## config.mk

```make
export PLATFORM = sky130hd
export DESIGN_NAME = fd_pipe_reg
export DESIGN_NICKNAME = d
export VERILOG_FILES = /design/src/rtl/fd_pkg.sv /design/src/rtl/fd_slot.sv /design/src/rtl/fd_pipe_reg.sv
export SDC_FILE = /design/constraint.sdc
export NUM_CORES = 1
export LEC_CHECK = 0
export CAP_MARGIN = 20
export CORE_MARGIN = 2
export CORE_UTILIZATION = 25
export DETAILED_ROUTE_END_ITERATION = 10
export GPL_TIMING_DRIVEN = 0
export PLACE_DENSITY = 0.43
export SYNTH_ARGS = -nofsm -noshare
export SYNTH_HDL_FRONTEND = slang
export SYNTH_SLANG_ARGS = --single-unit
export TNS_END_PERCENT = 30
```

## constraint.sdc

```tcl
create_clock -name clk -period 4 [get_ports clk]
set_input_delay 0.6 -clock clk [delete_from_list [all_inputs] [get_ports clk]]
set_output_delay 0.6 -clock clk [all_outputs]
set_load 0.02 [all_outputs]
```

## src/rtl/fd_pkg.sv

```systemverilog
// Shared types for the fetch->decode pipeline register: entry layout and occupancy encoding.
package fd_pkg;

  localparam int XLEN     = 64;
  localparam int INSTR_W  = 32;
  localparam int COMMIT_W = 1 + INSTR_W + 2 * XLEN;

  typedef struct packed {
    logic [INSTR_W-1:0]  instr;
    logic [XLEN-1:0]     pc;
    logic [XLEN-1:0]     pre_pc;
    logic [COMMIT_W-1:0] commit_info;
  } fd_entry_t;

  typedef enum logic [1:0] {
    FD_EMPTY = 2'd0,
    FD_ONE   = 2'd1,
    FD_TWO   = 2'd2
  } fd_occ_e;

endpackage

```

## src/rtl/fd_slot.sv

```systemverilog
// One buffered fetch entry plus its valid bit; clear takes priority over load.
// Latency: load visible one cycle later. Backpressure: none, controlled entirely by the parent.
module fd_slot
  import fd_pkg::*;
(
  input  logic      clk,
  input  logic      rst,
  input  logic      load,
  input  logic      clear,
  input  fd_entry_t d,
  output logic      valid,
  output fd_entry_t q
);

  logic      valid_q, valid_d;
  fd_entry_t entry_q, entry_d;

  always_comb begin
    valid_d = valid_q;
    entry_d = entry_q;
    if (clear) begin
      valid_d = 1'b0;
    end else if (load) begin
      valid_d = 1'b1;
      entry_d = d;
    end
  end

  always_ff @(posedge clk) begin
    if (rst) begin
      valid_q <= 1'b0;
      entry_q <= '0;
    end else begin
      valid_q <= valid_d;
      entry_q <= entry_d;
    end
  end

  assign valid = valid_q;
  assign q     = entry_q;

endmodule

```

## src/rtl/fd_pipe_reg.sv

```systemverilog
// Fetch->decode register as a 2-entry skid buffer; 1-cycle latency; fd_o_ready is a flop (no path from fd_i_ready).
// Flush drops both slots. FD_PERF_CNT_EN enables saturating stall/flush counters, else they read 0.
module fd_pipe_reg
  import fd_pkg::*;
#(
  parameter int CNT_W = 32
) (
  input  logic                clk,
  input  logic                rst,
  input  logic                fd_i_valid,
  output logic                fd_o_ready,
  input  logic [INSTR_W-1:0]  fd_i_instr,
  input  logic [XLEN-1:0]     fd_i_pc,
  input  logic [XLEN-1:0]     fd_i_pre_pc,
  input  logic [COMMIT_W-1:0] fd_i_commit_info,
  input  logic                fd_i_flush,
  output logic                fd_o_valid,
  input  logic                fd_i_ready,
  output logic [INSTR_W-1:0]  fd_o_instr,
  output logic [XLEN-1:0]     fd_o_pc,
  output logic [XLEN-1:0]     fd_o_pre_pc,
  output logic [COMMIT_W-1:0] fd_o_commit_info,
  output logic [CNT_W-1:0]    fd_o_stall_cnt,
  output logic [CNT_W-1:0]    fd_o_flush_cnt
);

  fd_occ_e   occ_q, occ_d;
  fd_entry_t in_entry, main_din, main_q, skid_q;
  logic      main_vld, skid_vld;
  logic      main_load, main_clr, main_from_skid, skid_load, skid_clr;
  logic      push, pop;

  assign in_entry = '{instr: fd_i_instr, pc: fd_i_pc, pre_pc: fd_i_pre_pc,
                      commit_info: fd_i_commit_info};

  assign push = fd_i_valid && fd_o_ready;
  assign pop  = fd_o_valid && fd_i_ready;

  always_comb begin
    occ_d          = occ_q;
    main_load      = 1'b0;
    main_clr       = 1'b0;
    main_from_skid = 1'b0;
    skid_load      = 1'b0;
    skid_clr       = 1'b0;
    case (occ_q)
      FD_EMPTY: begin
        if (push) begin
          main_load = 1'b1;
          occ_d     = FD_ONE;
        end
      end
      FD_ONE: begin
        if (push && pop) begin
          main_load = 1'b1;
        end else if (push) begin
          skid_load = 1'b1;
          occ_d     = FD_TWO;
        end else if (pop) begin
          main_clr = 1'b1;
          occ_d    = FD_EMPTY;
        end
      end
      FD_TWO: begin
        if (pop) begin
          main_load      = 1'b1;
          main_from_skid = 1'b1;
          skid_clr       = 1'b1;
          occ_d          = FD_ONE;
        end
      end
      default: begin
        main_clr = 1'b1;
        skid_clr = 1'b1;
        occ_d    = FD_EMPTY;
      end
    endcase
    // Flush overrides any push/pop decided above.
    if (fd_i_flush) begin
      occ_d     = FD_EMPTY;
      main_load = 1'b0;
      skid_load = 1'b0;
      main_clr  = 1'b1;
      skid_clr  = 1'b1;
    end
  end

  always_ff @(posedge clk) begin
    if (rst) occ_q <= FD_EMPTY;
    else     occ_q <= occ_d;
  end

  assign main_din = main_from_skid ? skid_q : in_entry;

  fd_slot u_main (
    .clk   (clk),
    .rst   (rst),
    .load  (main_load),
    .clear (main_clr),
    .d     (main_din),
    .valid (main_vld),
    .q     (main_q)
  );

  fd_slot u_skid (
    .clk   (clk),
    .rst   (rst),
    .load  (skid_load),
    .clear (skid_clr),
    .d     (in_entry),
    .valid (skid_vld),
    .q     (skid_q)
  );

  assign fd_o_ready       = !skid_vld;
  assign fd_o_valid       = main_vld;
  assign fd_o_instr       = main_q.instr;
  assign fd_o_pc          = main_q.pc;
  assign fd_o_pre_pc      = main_q.pre_pc;
  // Slot data survives a flush, so the commit flag must be masked by valid.
  assign fd_o_commit_info = {main_vld & main_q.commit_info[COMMIT_W-1],
                             main_q.commit_info[COMMIT_W-2:0]};

`ifdef FD_PERF_CNT_EN
  logic [CNT_W-1:0] stall_cnt_q, stall_cnt_d;
  logic [CNT_W-1:0] flush_cnt_q, flush_cnt_d;

  always_comb begin
    stall_cnt_d = stall_cnt_q;
    flush_cnt_d = flush_cnt_q;
    if (fd_o_valid && !fd_i_ready && (stall_cnt_q != '1))
      stall_cnt_d = stall_cnt_q + CNT_W'(1);
    if (fd_i_flush && (occ_q != FD_EMPTY) && (flush_cnt_q != '1))
      flush_cnt_d = flush_cnt_q + CNT_W'(1);
  end

  always_ff @(posedge clk) begin
    if (rst) begin
      stall_cnt_q <= '0;
      flush_cnt_q <= '0;
    end else begin
      stall_cnt_q <= stall_cnt_d;
      flush_cnt_q <= flush_cnt_d;
    end
  end

  assign fd_o_stall_cnt = stall_cnt_q;
  assign fd_o_flush_cnt = flush_cnt_q;
`else
  assign fd_o_stall_cnt = '0;
  assign fd_o_flush_cnt = '0;
`endif

endmodule

```

* After elaboration in Yosys (flattened, before gate mapping)
Index checks and enable logic that the tools add are counted. Widths: inputs -> output; s select.
Cells by class: div/mod/pow operators 0, multipliers 0, bitwise operators 3, $lt $le $gt $ge 0, equal/unequal tests 6, shifts and indexed selects 0, add/sub/neg operators 0, multiplexer cells 22, reductions and logical operators 13
Operators with widths (count):
- $mux 321 | 1
- $mux 1 | 12
- $mux 2 | 5
- $reduce_or 2->1 | 5
- $ne 2x2->1 const B | 3
- $pmux 2 s3 | 1
- $pmux 1 s2 | 2
- $reduce_and 2->1 | 2
- $reduce_and 4->1 | 1
- $logic_and 1x1->1 | 3
- $ne 3x3->1 const B | 1
- $pmux 1 s3 | 1
- $eq 2x1->1 const B | 1
- $eq 2x2->1 const B | 1
- $logic_not 2->1 | 1
- $not 1->1 | 2
- $and 1x1->1 | 1
- $logic_not 1->1 | 1
Storage, ports and cells: bits of input ports 326, bits in read-only memories 0, logic and storage cells 55, output and inout bits 387, memory bits (writable) 0, latch bits 0, register bits after elaboration 646, memories 0

* Logic depth before layout (Yosys ltp)
depth in word-level cells 8, gate-level depth with buffers 9, depth with buffers taken out 4

* Hierarchy
Synthesis repeated with hierarchy kept, for this count alone.
Unflattened totals: cell total of the unflattened synthesis 3379, area total of the unflattened synthesis 36093.4 um^2
Modules (own cells, without submodules):
- fd_slot | seq. area each 6446.2 um^2, times used 2, area an instance 15198.3 um^2, cells each 1467
- fd_pipe_reg | seq. area each 40.0 um^2, times used 1, area an instance 5696.7 um^2, cells each 445

* Worst setup path after synthesis
OpenSTA, ideal clock, no wires.
path type input-to-reg, start in fd_i_ready, end reg u_main.entry_q, in the netlist u_main.q[14], path buffers 3, path slack 1992 ps, data required time 3919 ps, data arrival time 1927 ps, stages 7, setup time 81 ps, cells stage by stage and2_0 -> clkbuf_1 -> a31oi_2 -> buf_2 -> clkbuf_1 -> a21oi_1 -> a211oi_2
On the way: word-level cells in the longest chain between the ends 8, elaborated cells on any way between the ends 14, those cells by class 10 x mux; 1 x bitwise; 3 x reduce/logical
RTL lines:
- from (decl) | RTL line fd_pipe_reg.sv:18 | input logic fd_i_ready,
- $logic_and 1x1->1 * | RTL line fd_pipe_reg.sv:37 | assign pop = fd_o_valid && fd_i_ready;
- $mux 1 | RTL line fd_pipe_reg.sv:59, fd_pipe_reg.sv:65
- $mux 1 | RTL line fd_pipe_reg.sv:56 | end else if (push) begin
- $mux 1 | RTL line fd_pipe_reg.sv:54 | if (push && pop) begin
- $pmux 1 s2 | RTL line fd_pipe_reg.sv:46 | case (occ_q)
- $mux 1 | RTL line fd_pipe_reg.sv:79 | if (fd_i_flush) begin
- $not 1->1 (no line)
- $reduce_and 2->1 (no line)
- to (signal assigned) | RTL line fd_slot.sv:35 | entry_q <= entry_d;
- to (decl) | RTL line fd_slot.sv:16 | fd_entry_t entry_q, entry_d;
Every way passes the cells marked *; elsewhere a longest branch is shown, timed or not. A chain may end at the register's enable or synchronous reset.

* Final worst setup path
start in fd_i_ready, end reg u_main.entry_q, in the netlist u_main.q[201]
Same word-level chain as after synthesis.

==> results.ini <==
[run_status]
status = completed

[yosys]
ys_warn_count = 0
synth_area_leaders = dfxtp_1 (45%), mux2i_1 (11%), a21oi_1 (11%)
syn-mean-instance-area_um2 = 8.78
syn_inst = 3272
yosys.area_share.simple = 0.0871
synth-seq-cells = 646
synth_async_sr_flop_share = 0
synthFlopType = dfxtp_1
yosys.area.top_type = dfxtp_1
synth_xor_area_frac = 0
ys_seq_area_frac = 0.450
yosysMostFrequentCell = dfxtp_1
synth_common_cells = dfxtp_1 (646), a21oi_1 (644), nand2_1 (642)
synth_cell_types = 31
synth_mux_area_frac = 0.113
synthAdderAreaFrac = 0
synth_edf_count = 0
netlist_area_um2 = 28700
synth_top_family_by_area = compound AO/OA/AOI/OAI gates
synth.top_cell.area_share = 0.450
synth_compound_area_frac = 0.202

[power]
leakage_nw = 16.8
vdd_drop_max_mv = 0.282
power.density_nw_per_um2 = 429

[finish]
area_growth_pct = 39.4
nets = 4390
drive_gt1_frac = 0.175
fin_util = 0.351

[cts]
cts-resized-gates = 0
clk_pin_slew_worst_paths_ns = 0.05
cts_buffers = 80
htree_levels = 3
cts_sinks = 646
cts_tree = built
cts_buffer_depth = 3
clk-insertion-delay-late_ns = 0.65
post_cts_buffers = 0
root_buffer = clkbuf_16
ctsHoldBuffers = 0

[floorplan]
floorplan.initialDensity = 0.252
die_w_um = 343
core_area_um2 = 114000
io_pins = 713
rows = 124
fp.dieArea_um2 = 118000
die_h_um = 343

[routing]
drc_errors = 0
antenna_left = 0
via_count = 24800
routed_via_density = 4.39
drtIter0Drc = 878
wl_per_cell_um = 20.0
dr.pass1.iters = 5
drt-total-wl_um = 113000

[worst_setup_path]
worst_setup_path_start_kind = primary input
crit_type = in2reg
end_kind = flip-flop
required_ns = 4.54
critPathMaxFanout = 10
critPathArrivalTime_ns = 3.54

[job]
max_cap_violations = 0

[placement]
dp.final_hpwl_um = 85100
io_buffers = 647
gp_congestion = 0.764
place_ws_ns = 0.153

[sta]
clock.fmax_mhz = 333
final-hold-violation-count = 0
setup_ws_ns = 1.00
worstMarginPinSlew_ns = 0.956
drv_slew = 0
slew_headroom = 0.359
finalClockSkew_ns = 0.0217
rsz0062_at_grt = false
finalCritPeriodShare = 0.750
setup_violations = 0
period_minus_slack_ns = 3.00
setup_tns_ns = 0

[grt]
grt_max_degree = 13
track_usage = 0.184
grt_pass1_vias = 24100
grt_first_pass_wirelength_um = 162000
gr-total-overflow = 0
antenna_found_initial = 36

[min_path]
min_path_type = reg2reg

[metrics by stage]
| step | total power, mW | area (um^2) | cells | hold WS, ns |
|---|---|---|---|---|
| floorplan | 8.53 | 29000 | 3335 | 0.436 |
| global placement | 9.87 | 37300 | 5494 | 0.440 |
| detailed placement | 9.87 | 37300 | 5494 | 0.446 |
| CTS | 17.5 | 40000 | 5636 | 0.453 |
| global route | 17.9 | 40000 | 5648 | 0.467 |
| finish | 17.2 | 40000 | 5651 | 0.451 |
[final cells by class]
cell class,count,area [um^2]
tap,1512,1890
antenna,15,37.5
sequential,646,12900
timing repair buffer,647,6480
buffer,672,4240
clock buffer,126,2480
fill,12100,74100
clock inverter,16,198
inverter,1,3.75
multi-input combinational,2016,11800
[placed cells by master (no fill, tap or decap), types with 2 or more instances in the layout]
cell and instances:
clkinv_2 7, nor3_1 2, a211oi_1 301, and2_1 2, diode_2 15, buf_2 180
clkbuf_1 119, buf_6 4, nor2_1 2, mux2i_1 323, bufinv_16 4, inv_6 3
buf_4 390, nand2_1 642, clkbuf_8 20, conb_1 64, clkdlybuf4s50_1 647, clkbuf_16 85
a211oi_2 20, a21oi_1 644, dfxtp_1 646
[critical path, cell delays in order]
cell and delay (ns):
clkdlybuf4s50_1 0.45, and2_0 0.17, clkbuf_1 0.16, a31oi_2 0.74, clkbuf_1 0.68, buf_2 0.41, a21oi_1 0.10, a211oi_1 0.20
[kinds of logic (layout without fill, tap and decap cells)]
| group | Yosys count | in the layout |
|---|---|---|
| buf+inv | 673 | 1462 |
| other cells | 1 | 79 |
| flops | 646 | 646 |
| compound gates | 973 | 973 |
| mux | 323 | 323 |
| simple gates | 656 | 656 |
[power breakdown]
part	internal (mW)	switching, mW	total [mW]
Combinational	1.36	1.44	2.80
Sequential	6.73	0.161	6.89
Clock	4.50	2.98	7.48
[registers in the layout (all words and copies together) (netlist names)]
| register | count |
|---|---|
| occ_q | 2 |
| u_main.valid | 1 |
| u_skid.valid | 1 |
| u_skid.q | 321 |
| u_main.q | 321 |
[per-layer routing]
layer	vias to the layer above	routed length [um]	track usage
met5	-	195	0
met4	28	3090	0.0635
met3	167	6870	0.0507
met2	522	55600	0.316
met1	11600	47300	0.220
li1	12500	-	-
[final timing paths]
check,start,end,slack [ns],depth (start not counted)
min reg2reg,u_skid.q[189],u_skid.q[189],0.45,2
max,fd_i_ready,u_main.q[201],1.00,8
min,u_skid.q[189],u_skid.q[189],0.45,2
max reg2reg,u_main.valid,u_main.q[201],1.05,7
Power figures use the tool's default switching activity.
